==> src/rtl/bus_pkg.sv <==
// Shared definitions for the two-master memory-mapped bus: address map,
// arbiter state encoding, device-select encoding and decode helpers.
package bus_pkg;

  // Address map of the shared bus
  localparam logic [11:0] MEM_BEGIN = 12'h000;
  localparam logic [11:0] MEM_END   = 12'h1ff;
  localparam logic [11:0] SW_DATA   = 12'h900;
  localparam logic [11:0] SW_STATUS = 12'h901;
  localparam logic [11:0] SEVENSEG  = 12'hb00;

  // Read data returned to a master whose access hit no device
  localparam logic [15:0] UNMAPPED_DATA = 16'hf345;

  typedef enum logic {
    IDLE = 1'b0,
    XFER = 1'b1
  } arb_state_t;

  typedef enum logic [1:0] {
    SEL_NONE = 2'd0,
    SEL_MEM  = 2'd1,
    SEL_SW   = 2'd2,
    SEL_SS7  = 2'd3
  } dev_sel_t;

  // Inclusive range test on a bus address
  function automatic logic addr_in_range(input logic [11:0] addr,
                                         input logic [11:0] lo,
                                         input logic [11:0] hi);
    return (addr >= lo) && (addr <= hi);
  endfunction

endpackage

==> src/rtl/bus_arbiter2_if.sv <==
// Signal bundle between the two bus masters / device muxes and the arbiter.
// The arbiter uses the slave view; masters and devices use the master view.
interface bus_arbiter2_if;

  // Master request side
  logic [1:0]  m_req;
  logic [1:0]  m_lock;
  logic [1:0]  m_we;
  logic [11:0] m0_addr;
  logic [11:0] m1_addr;
  logic [15:0] m0_wdata;
  logic [15:0] m1_wdata;
  logic [1:0]  m_ack;
  logic [15:0] m_rdata;

  // Shared device side
  logic [11:0] bus_addr;
  logic [15:0] bus_wdata;
  logic        bus_we;
  logic [15:0] bus_rdata;
  logic        sel_mem;
  logic        sel_sw;
  logic        sel_ss7;
  logic        bus_err;
  logic        owner;

  modport slave (
    input  m_req, m_lock, m_we, m0_addr, m1_addr, m0_wdata, m1_wdata,
    input  bus_rdata,
    output m_ack, m_rdata,
    output bus_addr, bus_wdata, bus_we, sel_mem, sel_sw, sel_ss7, bus_err, owner
  );

  modport master (
    output m_req, m_lock, m_we, m0_addr, m1_addr, m0_wdata, m1_wdata,
    output bus_rdata,
    input  m_ack, m_rdata,
    input  bus_addr, bus_wdata, bus_we, sel_mem, sel_sw, sel_ss7, bus_err, owner
  );

endinterface

==> src/rtl/bus_addr_decode.sv <==
// Combinational address decoder: maps a bus address onto the device it
// selects. Shared by the arbiter and the top-level read-data muxes.
module bus_addr_decode
  import bus_pkg::*;
(
  input  logic [11:0] addr_i,
  output dev_sel_t    sel_o
);

  // Priority decode of the address map; anything else is unmapped
  always_comb begin
    sel_o = SEL_NONE;
    if (addr_in_range(addr_i, MEM_BEGIN, MEM_END)) begin
      sel_o = SEL_MEM;
    end else if ((addr_i == SW_DATA) || (addr_i == SW_STATUS)) begin
      sel_o = SEL_SW;
    end else if (addr_i == SEVENSEG) begin
      sel_o = SEL_SS7;
    end else begin
      sel_o = SEL_NONE;
    end
  end

endmodule

==> src/rtl/bus_arbiter2.sv <==
// Two-master round-robin bus arbiter. One single-cycle transfer per grant;
// a master holding lock may be re-granted back-to-back up to MAX_LOCK
// transfers, after which a waiting peer is guaranteed the next grant.
// All bus-facing strobes are registered at the grant edge so the device
// side sees a clean one-cycle access.
module bus_arbiter2
  import bus_pkg::*;
#(
  parameter int unsigned MAX_LOCK = 4
) (
  input  logic          clk_i,
  input  logic          reset_i,
  bus_arbiter2_if.slave bus
);

  localparam int unsigned        CNT_W    = $clog2(MAX_LOCK + 1);
  localparam logic [CNT_W-1:0]   CNT_MAX  = CNT_W'(MAX_LOCK);
  localparam logic [CNT_W-1:0]   CNT_ONE  = CNT_W'(1);
  localparam logic [CNT_W-1:0]   CNT_ZERO = CNT_W'(0);

  // Registered state and outputs
  arb_state_t        state_q,    state_d;
  logic              owner_q,    owner_d;
  logic [CNT_W-1:0]  lock_cnt_q, lock_cnt_d;
  logic [11:0]       addr_q,     addr_d;
  logic [15:0]       wdata_q,    wdata_d;
  logic              bus_we_q,   bus_we_d;
  logic [1:0]        ack_q,      ack_d;
  dev_sel_t          sel_q,      sel_d;
  logic              err_q,      err_d;

  // Arbitration result for the current cycle
  logic              grant_s;
  logic              winner_s;
  logic [11:0]       win_addr_s;
  logic [15:0]       win_wdata_s;
  logic              win_we_s;
  dev_sel_t          win_sel_s;

  // Pick a winner: round robin from IDLE, or re-grant the locking owner
  always_comb begin
    grant_s    = 1'b0;
    winner_s   = owner_q;
    lock_cnt_d = lock_cnt_q;
    case (state_q)
      IDLE: begin
        if (bus.m_req != 2'b00) begin
          grant_s    = 1'b1;
          lock_cnt_d = CNT_ONE;
          if (bus.m_req == 2'b11) begin
            winner_s = ~owner_q;
          end else begin
            winner_s = bus.m_req[1];
          end
        end else begin
          lock_cnt_d = CNT_ZERO;
        end
      end
      XFER: begin
        if (bus.m_lock[owner_q] && bus.m_req[owner_q] && (lock_cnt_q < CNT_MAX)) begin
          grant_s    = 1'b1;
          winner_s   = owner_q;
          lock_cnt_d = lock_cnt_q + CNT_ONE;
        end else begin
          lock_cnt_d = CNT_ZERO;
        end
      end
      default: begin
        grant_s    = 1'b0;
        lock_cnt_d = CNT_ZERO;
      end
    endcase
  end

  // The winner's request fields, captured only at grant
  assign win_addr_s  = winner_s ? bus.m1_addr  : bus.m0_addr;
  assign win_wdata_s = winner_s ? bus.m1_wdata : bus.m0_wdata;
  assign win_we_s    = bus.m_we[winner_s];

  bus_addr_decode u_decode (
    .addr_i (win_addr_s),
    .sel_o  (win_sel_s)
  );

  // Next state and next registered outputs; strobes default low
  always_comb begin
    state_d  = IDLE;
    owner_d  = owner_q;
    addr_d   = addr_q;
    wdata_d  = wdata_q;
    bus_we_d = 1'b0;
    ack_d    = 2'b00;
    sel_d    = SEL_NONE;
    err_d    = 1'b0;
    if (grant_s) begin
      state_d  = XFER;
      owner_d  = winner_s;
      addr_d   = win_addr_s;
      wdata_d  = win_wdata_s;
      sel_d    = win_sel_s;
      err_d    = (win_sel_s == SEL_NONE);
      // Unmapped writes never reach the device side
      bus_we_d = win_we_s && (win_sel_s != SEL_NONE);
      ack_d    = winner_s ? 2'b10 : 2'b01;
    end else begin
      state_d  = IDLE;
    end
  end

  // State and output registers; reset drops every strobe at once
  always_ff @(posedge clk_i or posedge reset_i) begin
    if (reset_i) begin
      state_q    <= IDLE;
      owner_q    <= 1'b1;
      lock_cnt_q <= CNT_ZERO;
      addr_q     <= 12'h000;
      wdata_q    <= 16'h0000;
      bus_we_q   <= 1'b0;
      ack_q      <= 2'b00;
      sel_q      <= SEL_NONE;
      err_q      <= 1'b0;
    end else begin
      state_q    <= state_d;
      owner_q    <= owner_d;
      lock_cnt_q <= lock_cnt_d;
      addr_q     <= addr_d;
      wdata_q    <= wdata_d;
      bus_we_q   <= bus_we_d;
      ack_q      <= ack_d;
      sel_q      <= sel_d;
      err_q      <= err_d;
    end
  end

  assign bus.bus_addr  = addr_q;
  assign bus.bus_wdata = wdata_q;
  assign bus.bus_we    = bus_we_q;
  assign bus.m_ack     = ack_q;
  assign bus.sel_mem   = (sel_q == SEL_MEM);
  assign bus.sel_sw    = (sel_q == SEL_SW);
  assign bus.sel_ss7   = (sel_q == SEL_SS7);
  assign bus.bus_err   = err_q;
  assign bus.owner     = owner_q;

  // Read data only meaningful alongside an ack; unmapped reads get a marker
  assign bus.m_rdata = (ack_q != 2'b00) ? (err_q ? UNMAPPED_DATA : bus.bus_rdata)
                                        : 16'h0000;

endmodule

==> src/flat_wrapper.sv <==
// flat-port wrapper written by rule: the top's interface ports become plain ports
module bus_arbiter2_flat import bus_pkg::*;
#(
  parameter int unsigned MAX_LOCK = 4
)
  (clk_i, reset_i, bus_m_req, bus_m_lock, bus_m_we, bus_m0_addr, bus_m1_addr, bus_m0_wdata, bus_m1_wdata, bus_bus_rdata, bus_m_ack, bus_m_rdata, bus_bus_addr, bus_bus_wdata, bus_bus_we, bus_sel_mem, bus_sel_sw, bus_sel_ss7, bus_bus_err, bus_owner);
  bus_arbiter2_if bus_i ();
  input  logic clk_i;
  input  logic reset_i;
  input wire logic [$bits(bus_i.m_req)-1:0] bus_m_req;
  input wire logic [$bits(bus_i.m_lock)-1:0] bus_m_lock;
  input wire logic [$bits(bus_i.m_we)-1:0] bus_m_we;
  input wire logic [$bits(bus_i.m0_addr)-1:0] bus_m0_addr;
  input wire logic [$bits(bus_i.m1_addr)-1:0] bus_m1_addr;
  input wire logic [$bits(bus_i.m0_wdata)-1:0] bus_m0_wdata;
  input wire logic [$bits(bus_i.m1_wdata)-1:0] bus_m1_wdata;
  input wire logic [$bits(bus_i.bus_rdata)-1:0] bus_bus_rdata;
  output wire logic [$bits(bus_i.m_ack)-1:0] bus_m_ack;
  output wire logic [$bits(bus_i.m_rdata)-1:0] bus_m_rdata;
  output wire logic [$bits(bus_i.bus_addr)-1:0] bus_bus_addr;
  output wire logic [$bits(bus_i.bus_wdata)-1:0] bus_bus_wdata;
  output wire logic [$bits(bus_i.bus_we)-1:0] bus_bus_we;
  output wire logic [$bits(bus_i.sel_mem)-1:0] bus_sel_mem;
  output wire logic [$bits(bus_i.sel_sw)-1:0] bus_sel_sw;
  output wire logic [$bits(bus_i.sel_ss7)-1:0] bus_sel_ss7;
  output wire logic [$bits(bus_i.bus_err)-1:0] bus_bus_err;
  output wire logic [$bits(bus_i.owner)-1:0] bus_owner;
  assign bus_i.m_req = bus_m_req;
  assign bus_i.m_lock = bus_m_lock;
  assign bus_i.m_we = bus_m_we;
  assign bus_i.m0_addr = bus_m0_addr;
  assign bus_i.m1_addr = bus_m1_addr;
  assign bus_i.m0_wdata = bus_m0_wdata;
  assign bus_i.m1_wdata = bus_m1_wdata;
  assign bus_i.bus_rdata = bus_bus_rdata;
  assign bus_m_ack = bus_i.m_ack;
  assign bus_m_rdata = bus_i.m_rdata;
  assign bus_bus_addr = bus_i.bus_addr;
  assign bus_bus_wdata = bus_i.bus_wdata;
  assign bus_bus_we = bus_i.bus_we;
  assign bus_sel_mem = bus_i.sel_mem;
  assign bus_sel_sw = bus_i.sel_sw;
  assign bus_sel_ss7 = bus_i.sel_ss7;
  assign bus_bus_err = bus_i.bus_err;
  assign bus_owner = bus_i.owner;
  bus_arbiter2 #(.MAX_LOCK(MAX_LOCK)) u_core (.clk_i(clk_i), .reset_i(reset_i), .bus(bus_i));
endmodule
==> config.mk <==
export PLATFORM = sky130hd
export DESIGN_NAME = bus_arbiter2_flat
export DESIGN_NICKNAME = d
export VERILOG_FILES = /design/src/rtl/bus_pkg.sv /design/src/rtl/bus_arbiter2_if.sv /design/src/rtl/bus_addr_decode.sv /design/src/rtl/bus_arbiter2.sv /design/src/flat_wrapper.sv
export SDC_FILE = /design/constraint.sdc
export NUM_CORES = 1
export LEC_CHECK = 0
export BUFFER_PORTS_ARGS = -buffer_cell sky130_fd_sc_hd__buf_2
export CORE_MARGIN = 10
export CORE_UTILIZATION = 50
export DETAILED_ROUTE_END_ITERATION = 6
export GPL_ROUTABILITY_DRIVEN = 0
export GPL_TIMING_DRIVEN = 0
export PLACE_DENSITY = 0.82
export SLEW_MARGIN = 15
export SYNTH_ARGS = -nofsm -noshare
export SYNTH_HDL_FRONTEND = slang
export SYNTH_HIERARCHICAL = 1
export SYNTH_SLANG_ARGS = --single-unit
==> constraint.sdc <==
create_clock -name clk_i -period 2.95 [get_ports clk_i]
set_input_delay 0.59 -clock clk_i [delete_from_list [all_inputs] [get_ports clk_i]]
set_output_delay 0.59 -clock clk_i [all_outputs]
set_load 0.03 [all_outputs]
==> metrics.cfg <==
[placement]
dp_hpwl_mm = 8.69
placed_area_sq_um = 4100
io_buffers = 130
pre_cts_slack_ps = 74.8

[grt]
grt_antenna_before_repair = 0
grt_start_max_net_pins = 22
grt_pass1_wl_mm = 17.5
track_usage_pct = 20.9
grt_pass1_vias = 3485
grt-ovfl-total = 0

[finish]
area_delta_synth_final_pct = 26.8
nets = 612
drive_above_1_share_pct = 37.0
design_area_sq_um = 4220
fin_util_pct = 65.7

[die]
row_count = 29
core-area_sq_um = 6420
io_pins = 132
dieArea_sq_um = 10300
die_h_um = 102
die_w_um = 102
initial_core_util_pct = 51.8

[power]
internal_power_w = 0.00249
switching_share_pct = 49.1
p_seq_share_pct = 18.5
leakage_nw = 2.13
p_sw_w = 0.00241
ir_drop_uv = 568
power.density_nw_per_um2 = 1160
clkPwrFrac_pct = 9.8
p_comb_share_pct = 71.7

[sta]
setup_ws_ps = 231
period_minus_slack_ps = 2720
setup_tns_ps = 0
slew_viol_final = 0
rsz0062_at_grt = false
hold_viol = 0
finalClockSkew_ps = 4.68
worstMarginPinSlew_ps = 556
relSlewSlack_pct = 62.9
fin_hold_ws_ps = 294
setup_viol_count_final = 0
fmax_ghz = 0.368
period_share_pct = 92.2

[setup_path]
cp.required_ps = 3200
path_max_fanout = 10
cp_cell_sequence = buf_6 > clkbuf_1 > o21ai_0 > a21oi_1 > a2bb2oi_1 > inv_1 > a2111oi_2 > nor2_1 > a21oi_1 > and3_1
endpoint_kind = flop
crit_path_start_kind = flop
max_stage_delay_ps = 550
r2r_cells = 10
r2r-end = u_core/bus.bus_we
crit_type = flop to flop
r2r_start = u_core/bus.owner
crit_path_frequent_cell = a21oi_1
cp_slowest_cell = dfstp_2
critPathArrivalTime_ps = 2970
reg2reg_slack_ps = 230

[detailed_routing]
post-route-drc-count = 0
avgViaCountPerCell = 5.89
wirelength_mm = 11.4
drt-initial-drc-count = 290
drtPass1Iterations = 5
routedWlPerCell_um = 18.8
vias = 3590
drtAntennaViolNets = 0

[clocking]
cts_buffer_depth = 2
clock_latency_ps = 300
postCtsHoldBufs = 0
cts_made_buffers = 5
cts_setup_buffers = 0
tritoncts = yes
clock-root-buffer = clkbuf_8
clkSlewWorstSetupHoldPaths_ps = 80
htree_num_levels = 2
cts_sinks = 39

[logic_synthesis]
synth_fp_nets = 475
async_reset_ff_share_pct = 100
synth_ff_type = dfrtp_1
synth_top_area_share_pct = 28.6
ys_ff_latch = 39
syn_area_per_cell_sq_um = 8.45
yosysSeqAreaShare_pct = 29.4
yosys-top-cells-area = dfrtp_1 29%, nor2_1 12%, mux2_4 11%, mux2i_1 8.7%, a2bb2oi_1 7.4%
syn_inst = 394
ys_types = 33
synthesis.area_sq_um = 3330
synth_edf_count = 0
ys_warn_count = 6
synth_top_area_cell = dfrtp_1

[hold_path]
hold_path.class = input port to async pin

[job]
drv_cap = 0

[status]
status = completed

## cells by family (layout without fill, tap and decap cells)
family                     count (synthesis)  in the layout  synth area share, %
DFF                                       39             39                 29.4
AOI/OAI and AO/OA                        124            124                 24.9
adders and majority gates                  1              1                0.376
muxes                                     57             57                 20.9
other                                      0              1                    0
buffers and inverters                     40            178                 6.77
and+or+nand+nor                          133            133                 17.7
## layer usage
metal  vias to the layer above  share of wire [%]  track usage, %
met1                      1667                 39            25.6
met3                        28                 12            6.54
met2                       212                 46            33.3
li1                       1683                  -               -
met5                         -                  0               0
met4                         0                2.7            8.58
## layout by cell type (no fill, tap or decap), drive strengths merged, types with 2 or more instances in the layout
master / n
and2: 14
nor2b: 2
o21ai: 32
buf: 154
nor2: 105
dfrtp: 38
a2bb2oi: 28
mux2: 28
clkbuf: 19
inv: 3
mux2i: 29
a211oi: 29
a21oi: 30
nand2b: 2
nand2: 4
## power by group through the flow
stage                     Sequential [W]  Clock, W  Combinational (W)
after floorplan                  0.00136         0            0.00218
after global placement          0.000907         0            0.00339
after detailed placement        0.000923         0            0.00348
after CTS                       0.000912  0.000490            0.00349
after global routing            0.000941  0.000510            0.00373
final                           0.000906  0.000482            0.00351
## synthesized netlist by cell type (2+ instances only)
library cell	n
nor2_1	105
dfrtp_1	38
o21ai_0	32
a21oi_1	30
a211oi_1	29
mux2i_1	29
a2bb2oi_1	28
mux2_4	24
buf_2	16
and2_1	14
clkbuf_1	13
mux2_2	4
buf_1	3
buf_6	3
inv_1	3
nand2_1	3
buf_12	2
nand2b_1	2
nor2b_1	2
## worst max-delay path, delay by kind of cell (launching register included)
family	cells	cell delay, ps
flip-flops	1	550
buffers and inverters	3	640
AO/OA/AOI/OAI	5	1180
AND/OR/NAND/NOR	2	280
## through the flow
stage / total power [W] / instances
2_1_floorplan: 0.00354 / 394
5_1_grt: 0.00518 / 609
6_report: 0.00490 / 610
3_5_place_dp: 0.00440 / 602
3_3_place_gp: 0.00429 / 601
4_1_cts: 0.00489 / 610
## flip-flops by register name (all words and copies together), names as in the netlist
register / count
u_core/bus.bus_err: 1
u_core/bus.owner: 1
u_core/bus.bus_addr: 12
u_core/bus.bus_we: 1
u_core/state_q: 1
u_core/bus.m_ack: 2
u_core/bus.bus_wdata: 16
u_core/sel_q: 2
u_core/lock_cnt_q: 3
## timing repair
action / in CTS / in global routing
gates resized for setup: 0 / 2
hold endpoints to repair: 0 / 0
endpoints found under the setup margin: 0 / 2
## how the worst max path moves through the flow
stage	slack, ps	start	endpoint	depth (start not counted)
after CTS	200	u_core/bus.owner	u_core/bus.bus_we	11
after detailed placement	70	bus_m_req[0]	u_core/bus.bus_we	10
after floorplan	570	u_core/bus.owner	u_core/bus.bus_we	11
final	230	u_core/bus.owner	u_core/bus.bus_we	10
after global routing	10	u_core/state_q	u_core/bus.bus_we	11
after global placement	100	bus_m_req[0]	u_core/bus.bus_we	10
## layout make-up
cell class,instances,area [sq um]
flip-flops and latches,39,977
clock inverters,2,35.0
multi-input cells,315,2130
clock buffers,6,82.6
repair buffers,131,678
plain buffers,36,211
diodes,1,2.50
fillers,541,2200
well taps,77,96.3
inverters,3,11.3
(Power assumes the default switching activity.)
